==> src/rtl/fc_result_writer_bram.sv <==
// Write-back end of the FC datapath: takes NUM_CORE-wide result beats and
// serializes them into one BRAM word per cycle at consecutive addresses.
module fc_result_writer_bram #(
    parameter int CNT_BIT  = 31,
    parameter int DWIDTH   = 32,
    parameter int AWIDTH   = 12,
    parameter int NUM_CORE = 8
) (
    input  logic                         clk,
    input  logic                         reset_n,
    input  logic                         i_run,
    input  logic [CNT_BIT-1:0]           i_num_cnt,
    input  logic [AWIDTH-1:0]            i_base_addr,
    input  logic                         i_valid,
    input  logic [NUM_CORE*DWIDTH-1:0]   i_result,
    output logic                         o_ready,
    output logic                         o_idle,
    output logic                         o_write,
    output logic                         o_done,
    output logic                         o_overflow,
    output logic [AWIDTH-1:0]            addr_b,
    output logic                         ce_b,
    output logic                         we_b,
    output logic [DWIDTH-1:0]            d_b,
    input  logic [DWIDTH-1:0]            q_b
);
    localparam int LW  = (NUM_CORE > 1) ? $clog2(NUM_CORE) : 1;
    localparam int WCW = CNT_BIT + LW;

    typedef enum logic [1:0] {S_IDLE, S_RUN, S_DONE} state_t;

    state_t                       state;
    logic [CNT_BIT-1:0]           num_cnt;
    logic [CNT_BIT-1:0]           beat_cnt;
    logic [AWIDTH-1:0]            base_addr;
    logic [WCW-1:0]               word_cnt;
    logic [LW-1:0]                lane;
    logic                         busy;
    logic [NUM_CORE*DWIDTH-1:0]   shadow;
    logic [NUM_CORE-1:0][DWIDTH-1:0] lanes;
    logic [WCW-1:0]               total_words;
    logic [WCW-1:0]               word_next;
    logic                         last_lane;
    logic                         beats_left;
    logic                         accept;
    logic                         last_write;
    logic                         unused_ok;

    // Lane 0 lives in the most significant slice of the beat.
    for (genvar k = 0; k < NUM_CORE; k++) begin : g_lane
        assign lanes[k] = shadow[(NUM_CORE-k)*DWIDTH-1 -: DWIDTH];
    end

    assign total_words = WCW'(num_cnt) * WCW'(NUM_CORE);
    assign last_lane   = (lane == LW'(NUM_CORE-1));
    assign beats_left  = (beat_cnt < num_cnt);
    assign accept      = (state == S_RUN) && beats_left && (!busy || last_lane);
    assign last_write  = busy && (word_cnt == total_words - WCW'(1));
    // Address of the word presented after this edge when a new beat is loaded.
    assign word_next   = busy ? word_cnt + WCW'(1) : word_cnt;

    assign o_ready   = accept;
    assign o_idle    = (state == S_IDLE);
    assign o_write   = (state == S_RUN);
    assign o_done    = (state == S_DONE);
    assign ce_b      = busy;
    assign we_b      = busy;
    assign d_b       = lanes[lane];
    assign unused_ok = ^q_b;

    always_ff @(posedge clk or negedge reset_n) begin
        if (!reset_n) begin
            state      <= S_IDLE;
            num_cnt    <= '0;
            beat_cnt   <= '0;
            base_addr  <= '0;
            word_cnt   <= '0;
            lane       <= '0;
            busy       <= 1'b0;
            shadow     <= '0;
            o_overflow <= 1'b0;
            addr_b     <= '0;
        end else begin
            case (state)
                S_IDLE: begin
                    if (i_run) begin
                        num_cnt    <= i_num_cnt;
                        base_addr  <= i_base_addr;
                        o_overflow <= 1'b0;
                        beat_cnt   <= '0;
                        word_cnt   <= '0;
                        busy       <= 1'b0;
                        state      <= (i_num_cnt == '0) ? S_DONE : S_RUN;
                    end
                end
                S_RUN: begin
                    if (busy) begin
                        word_cnt <= word_cnt + WCW'(1);
                        if (!last_lane) begin
                            lane   <= lane + LW'(1);
                            addr_b <= addr_b + AWIDTH'(1);
                        end else if (!accept) begin
                            busy <= 1'b0;
                        end
                    end
                    if (accept) begin
                        shadow   <= i_result;
                        busy     <= 1'b1;
                        lane     <= '0;
                        beat_cnt <= beat_cnt + CNT_BIT'(1);
                        addr_b   <= base_addr + AWIDTH'(word_next);
                    end
                    if (i_valid && !accept && beats_left)
                        o_overflow <= 1'b1;
                    if (last_write) begin
                        busy  <= 1'b0;
                        state <= S_DONE;
                    end
                end
                S_DONE:  state <= S_IDLE;
                default: state <= S_IDLE;
            endcase
        end
    end
endmodule

==> config.mk <==
export PLATFORM = sky130hd
export DESIGN_NAME = fc_result_writer_bram
export DESIGN_NICKNAME = d
export VERILOG_FILES = /design/src/rtl/fc_result_writer_bram.sv
export SDC_FILE = /design/constraint.sdc
export NUM_CORES = 1
export LEC_CHECK = 0
export BUFFER_PORTS_ARGS = -buffer_cell sky130_fd_sc_hd__buf_4
export CAP_MARGIN = 30
export CORE_ASPECT_RATIO = 0.6
export CORE_UTILIZATION = 40
export DETAILED_ROUTE_END_ITERATION = 7
export PLACE_DENSITY = 0.66
export SETUP_SLACK_MARGIN = 0.4
export SYNTH_ARGS = -nofsm -noshare
export SYNTH_HDL_FRONTEND = slang
export SYNTH_SLANG_ARGS = --single-unit
==> constraint.sdc <==
create_clock -name clk -period 7.4 [get_ports clk]
set_clock_uncertainty 0.05 [all_clocks]
set_input_delay 0.37 -clock clk [delete_from_list [all_inputs] [get_ports clk]]
set_output_delay 0.37 -clock clk [all_outputs]
set_load 0.005 [all_outputs]
[Word-level counts from Yosys, hierarchy flattened]
Index checks and enable logic that the tools add are counted.
Word-level totals
  bits of input ports: 335
  bits in registers: 383
  output and inout bits: 51
Cells by class
  reductions and logical operators: 20
  multiplexer cells: 26
  order comparisons: 2
  $add $sub $neg: 6
  equality and inequality tests: 10
Operators by type and width (count)
  $bmux 32 s3: 1
  $mux 34: 2
  $pmux 34 s2: 1
  $mux 31: 2
  $pmux 31 s2: 1
  $mux 12: 3
  $add 34x1->34 const B: 1
  $eq 34x34->1: 1
  $sub 34x1->34 const B: 1
  $mux 32: 1
  $add 31x1->31 const B: 1
  $logic_not 31->1: 1
  $lt 31x31->1: 1
  $add 12x1->12 const B: 1
  $add 12x12->12: 1
  $reduce_and 3->1: 4
  $ne 2x1->1 const B: 5
  $mux 3: 3
  $reduce_and 2->1: 4
  $mux 1: 6
  $mux 2: 3
  $logic_and 1x1->1: 5
  $lt 3x4->1 const B: 1
  $pmux 1 s2: 2
  10 further kinds: 12

[Logic depth before layout (Yosys ltp)]
Gate-level depths: netlist of the first run.
  depth after elaboration: 8
  depth in mapped cells: 13
  gate-level depth less buffers: 12

[Worst setup path after synthesis of the first run]
OpenSTA, ideal clock, no wires.
  kind: reg-to-output
  start point: register num_cnt[12]
  end point: output port o_ready
  data required time: 6.980 ns
  arrival time: 2.527 ns
  path buffers: 2
  cell stages (with the launch flop): 11
  setup slack: 4.453 ns
  cell sequence: dfrtp_1 > inv_1 > ha_1 > a21o_1 > a21o_1 > a221o_1 > a31oi_1 > o2111ai_1 > inv_2 > buf_2 > buf_1
Between the ends
  longest elaborated chain between the ends: 3
Ends and longest elaborated chain
  start: declaration: RTL line 33  | logic [CNT_BIT-1:0] num_cnt;
  start signal: assignment: RTL line 87  | num_cnt <= i_num_cnt;
  $lt 31x31->1: RTL line 56  | assign beats_left = (beat_cnt < num_cnt);
  $logic_and 1x1->1 (2 in a row): RTL line 57  | assign accept = (state == S_RUN) && beats_left && (!busy || last_lane);
  end: declaration: RTL line 16  | output logic o_ready,
No other way between the ends.

[Worst setup path in the final report of the first run]
  start point: register num_cnt[5]
  end point: output port o_ready
The elaborated chain is that of the path after synthesis.

==> flow_summary.ini, run 1 <==
[placed_design]
finalWeightedCongestion = 0.929
portBuffers = 353
dp_hpwl_um = 40700

[clock_network]
clock-sinks = 383
clk_path_buf_depth = 3
cts_setup_buffers = 0
path_clk_slew_ps = 60
cts_tree = built
clock_latency_ps = 550
cts_made_buffers = 40
htreeDepth = 2
cts-root-buf = clkbuf_16

[timing]
period_needed_ps = 4710
setup_violations = 0
hold_viol = 0
grt_setup_unrepaired = false
post-route-period-util = 0.636
finalSetupTns_ps = 0
fmax_mhz = 212
slew-limit-headroom = 0.297
whs_ps = 23.1
tightest_slew_ps = 1050
drv_slew = 0

[yosys]
ys_types = 76
netlist.area_leader.share = 0.480
avgSynthCellArea_sq_um = 8.81
synth_nets = 2650
synth.largest_area_cell = dfrtp_1
synthCells = 2267
syn_area_sq_um = 20000
synth_flop_cell = dfrtp_1
ys_warn_count = 0
synthArstFlopShare = 1.00
synth_seq_area_share = 0.480
ys_ff_latch = 383
synth_edf_count = 0
synth_top_cells_by_area = dfrtp_1 48%, nand2_1 19%, mux4_2 7.2%

[routing]
ant_nets = 0
drc = 0
drt_iter0_drc = 1581
wirelength_um = 63200
num_vias = 18700
wl_per_cell_um = 17.9
dr.pass1.iters = 5
viasPerCell = 5.30

[cells_and_area]
nFillCells = 4146
areaGrowthSynthToFinish_pct = 37.5
drive_gt1_frac = 0.183
final_core_util = 0.565
fin_nets = 3229

[worst_setup_path]
cp-start-kind = flop
required_ps = 6980
path_buf_inv = 5
cp_slowest_cell = dfrtp_1
cp_common_cell = buf_4
end_kind = output port
path_delay_family = buffers and inverters
critPathMaxFanout = 131
path_cells = inv_1 > ha_1 > a41o_1 > a21oi_1 > o21ai_0 > a31oi_1 > o2111ai_4 > buf_4 > inv_8 > buf_16 > buf_4
max_stage_delay_ps = 500
path_class = flop to output port
cp.arrival_ps = 4290

[floorplan]
core_area_sq_um = 48600
die_y_um = 175
start_util = 0.411
die-area_sq_um = 50800
die_w_um = 290
ios = 386
row_count = 62

[global_route]
grt_pass1_vias = 18900
antenna_found_initial = 5
grt_pass1_wl_um = 100000
grt_max_degree = 203
grt-ovfl-total = 0
grt_usage = 0.245

[power]
cellLeakagePower_nw = 13.4
peakVddDrop_mv = 0.210
powerDensity_nw_per_um2 = 360

[outcome]
status = complete, no violations

[job]
maxCapViolations = 0

[worst_hold_path]
min_path_type = input port to flop
[timing repair]
action / 4_1_cts / 5_1_grt
resized for setup: 0 / 0
endpoints found under the hold margin: 383 / 0
hold buffers: 292 / 0
endpoints found under the setup margin: 0 / 0
[worst reg2reg max path, delay by kind of cell (launching register included)]
family | cells | cell delay [ps]
buf+inv | 5 | 2280
flops | 1 | 500
fa+ha+maj | 1 | 350
simple gates | 2 | 300
compound gates | 5 | 1080
[metal layers]
metal,track usage,part of all wire,up-vias
met1,0.342,0.45,9071
met2,0.384,0.46,649
li1,-,-,8797
met5,0,0,-
met4,0.0880,0.033,0
met3,0.0435,0.059,161
[flip-flops by register name (all words and copies together) (netlist names)]
signal      flops
beat_cnt       31
lane            3
word_cnt       34
base_addr      12
shadow        256
o_overflow      1
addr_b         12
state           2
ce_b            1
num_cnt        31
[cell usage after synthesis (21+ instances only)]
cell type / instances
nand2_1: 1007
dfrtp_1: 383
o21ai_0: 73
clkbuf_1: 66
mux4_2: 64
inv_1: 56
nand3_1: 55
nor2_1: 50
ha_1: 47
xnor2_1: 39
a21oi_1: 35
buf_2: 33
nand4_1: 32
nor3_1: 28
buf_1: 25
xor2_1: 22
o31ai_1: 21
[area by class of cell]
class	count	area, sq um	area share
Clock inverter	13	156	0.00570
Antenna cell	8	20.0	0.000729
Clock buffer	59	1170	0.0427
Tap cell	640	801	0.0292
Multi-Input combinational cell	1699	9660	0.352
Timing Repair Buffer	664	5820	0.212
Sequential cell	383	9590	0.350
Inverter	58	225	0.00821
[kinds of logic (layout without fill, tap and decap cells)]
group	Yosys count	count (layout)	synth area share
muxes	84	84	0.0823
adders and majority gates	48	48	0.0305
xor gates and xnor gates	61	61	0.0268
other	0	8	0
AOI/OAI and AO/OA	230	230	0.0751
and+or+nand+nor	1276	1276	0.268
DFF	383	383	0.480
buffers and inverters	185	794	0.0373
[layout by cell type (no fill, tap or decap), drive strengths merged, types with 6 or more instances in the layout]
cell type / instances
a21o: 12
a21oi: 35
a22oi: 6
a31oi: 13
a41o: 7
and2: 12
and3: 18
and4: 6
buf: 372
clkbuf: 59
clkinv: 10
dfrtp: 383
diode: 8
dlygate4sd3: 292
ha: 47
inv: 59
mux2i: 18
mux4: 64
nand2: 1007
nand2b: 7
nand3: 56
nand4: 33
nor2: 50
nor3: 31
nor4: 20
o211ai: 11
o21ai: 74
o22ai: 10
o31ai: 21
or3: 14
or4: 12
xnor2: 39
xor2: 22
[final timing paths]
kind	endpoint	from	cells past startpoint	slack (ps)
setup / recovery	o_ready	num_cnt[5]	11	2690
min in group asynchronous	shadow[250]	reset_n	2	370
setup reg to reg	shadow[206]	num_cnt[5]	13	2760
max in group asynchronous	shadow[104]	reset_n	3	5450
hold reg to reg	shadow[40]	shadow[40]	2	420
hold / removal	num_cnt[29]	i_num_cnt[29]	3	20
[report_power, final]
group | total [mW] | switching, mW | internal [mW]
registers | 3.70 | 0.716 | 2.98
logic | 4.10 | 2.14 | 1.96
clock network | 2.07 | 0.893 | 1.18
total | 9.87 | 3.75 | 6.11
[metrics by stage]
| stage | power (mW) | setup WS [ps] | cells | area (sq um) |
|---|---|---|---|---|
| after floorplan | 6.18 | 4450 | 2267 | 20000 |
| after global placement | 7.44 | 2900 | 3149 | 23100 |
| after detailed placement | 7.60 | 2850 | 3149 | 23100 |
| after CTS | 9.85 | 2680 | 3513 | 27300 |
| after global routing | 10.6 | 2490 | 3521 | 27400 |
| final | 9.87 | 2690 | 3524 | 27400 |
(Power assumes the default switching activity.)
==> run 2, diff against run 1 <==
clock period = 4.8 ns   (was 7.4 ns; I/O delays follow)
==> flow_summary.ini, run 2 (synthesized netlist as in run 1, its figures left out) <==
[clock_network]
cts_tree = built
cts-root-buf = clkbuf_16
clock_latency_ps = 540
cts_made_buffers = 41
htreeDepth = 2
clk_path_buf_depth = 3
clock-sinks = 383
ctsResizeCount = 0
path_clk_slew_ps = 60

[power]
power_frac_seq = 0.372
power_frac_comb = 0.417
cellLeakagePower_nw = 13.5
power.switching_mw = 5.81
p_int_mw = 9.48
p_total_mw = 15.3
peakVddDrop_mv = 0.398
power_switching_share = 0.380
clkPwrFrac = 0.211
powerDensity_nw_per_um2 = 554

[timing]
setup_violations = 0
post-route-period-util = 0.792
tightest_slew_ps = 944
drv_slew = 0
fmax_mhz = 263
slew-limit-headroom = 0.371
finalSetupTns_ps = 0
hold_viol = 0
grt_setup_unrepaired = false
period_needed_ps = 3800

[placed_design]
place_area_sq_um = 23200
place.detailed.instances = 3157
finalWeightedCongestion = 0.924
portBuffers = 353
dp_hpwl_um = 41700

[routing]
dr.pass1.iters = 5
wirelength_um = 64100
ant_nets = 0
drt_iter0_drc = 1510
wl_per_cell_um = 18.1
viasPerCell = 5.29
drc = 0
num_vias = 18700

[cells_and_area]
areaGrowthSynthToFinish_pct = 38.2
stdcell_area_sq_um = 27600
drive_gt1_frac = 0.186
largest_register = shadow
stdcell_count = 3541
largest_reg_flops = 256
nFillCells = 4137
final_cell_mix = 1,007 x nand2_1, 380 x dfrtp_1, 372 x buf_4
final_common_cell = nand2_1
top_regs = shadow (256), word_cnt (34)
fin_nets = 3246

[floorplan]
die-area_sq_um = 50800
ios = 386
die_w_um = 290
start_util = 0.411
core_area_sq_um = 48600
die_y_um = 175
row_count = 62

[global_route]
grt_pass1_vias = 19000
grt_max_degree = 130
grt_usage = 0.248
grt_pass1_wl_um = 101000
grt-ovfl-total = 0
antenna_found_initial = 4

[worst_setup_path]
end_kind = output port
path_class = flop to output port
required_ps = 4510
cp.arrival_ps = 3510
cp-start-kind = flop
critPathMaxFanout = 95

[worst_hold_path]
min_path_type = input port to async pin

[outcome]
status = complete, no violations

[job]
maxCapViolations = 0
[run 2: power by group through the flow]
stage / clock (mW) / combinational [mW] / sequential (mW)
5_1_grt: 3.45 / 7.09 / 5.85
6_report: 3.23 / 6.38 / 5.68
2_1_floorplan: 0 / 4.30 / 5.24
3_5_place_dp: 0 / 6.01 / 5.74
3_3_place_gp: 0 / 5.84 / 5.67
4_1_cts: 3.31 / 6.25 / 5.70
[run 2: final timing paths]
path	start	cells after the start	endpoint	slack, ps
min in group clk	i_run	5	base_addr[9]	340
max in group asynchronous	reset_n	3	lane[0]	3160
worst max-delay path	num_cnt[28]	8	o_ready	1000
worst min-delay path	reset_n	2	shadow[187]	260
worst min register to register	shadow[191]	2	shadow[191]	420
worst max register to register	num_cnt[5]	10	shadow[201]	1140
[run 2: critical path, stage by stage (launching register included)]
cell	delay, ps
dfrtp_1	400
inv_1	70
ha_1	310
a21o_1	160
a21o_1	170
a211oi_1	770
o2111ai_4	300
inv_8	520
buf_4	220
[run 2: final cells by class]
cell class / instances / area [sq um] / share of cell area
antenna: 7 / 17.5 / 0.000635
clock buffer: 60 / 1240 / 0.0449
multi-input combinational: 1699 / 9660 / 0.350
sequential: 383 / 9590 / 0.348
clock inverter: 14 / 116 / 0.00422
inverter: 58 / 225 / 0.00816
tap: 640 / 801 / 0.0290
timing repair buffer: 680 / 5950 / 0.216
[run 2: stage by stage]
stage,setup WS (ps),hold slack [ps],util
floorplan,1870,-106,-
global placement,998,283,0.477
detailed placement,926,285,0.477
CTS,876,299,0.567
global route,836,344,0.568
finish,1000,262,0.568
[run 2: layer usage]
metal  up-vias  wire (um)  track usage
met1      9121      28900        0.347
met3       142       3980       0.0457
li1       8818          -            -
met4         0       1910       0.0783
met5         -          0            0
met2       640      29300        0.392
[run 2: timing repair]
item / 4_1_cts / 5_1_grt
buffers inserted: 0 / 0
endpoints found under the setup margin: 0 / 0
endpoints found under the hold margin: 398 / 0
hold buffers: 301 / 0
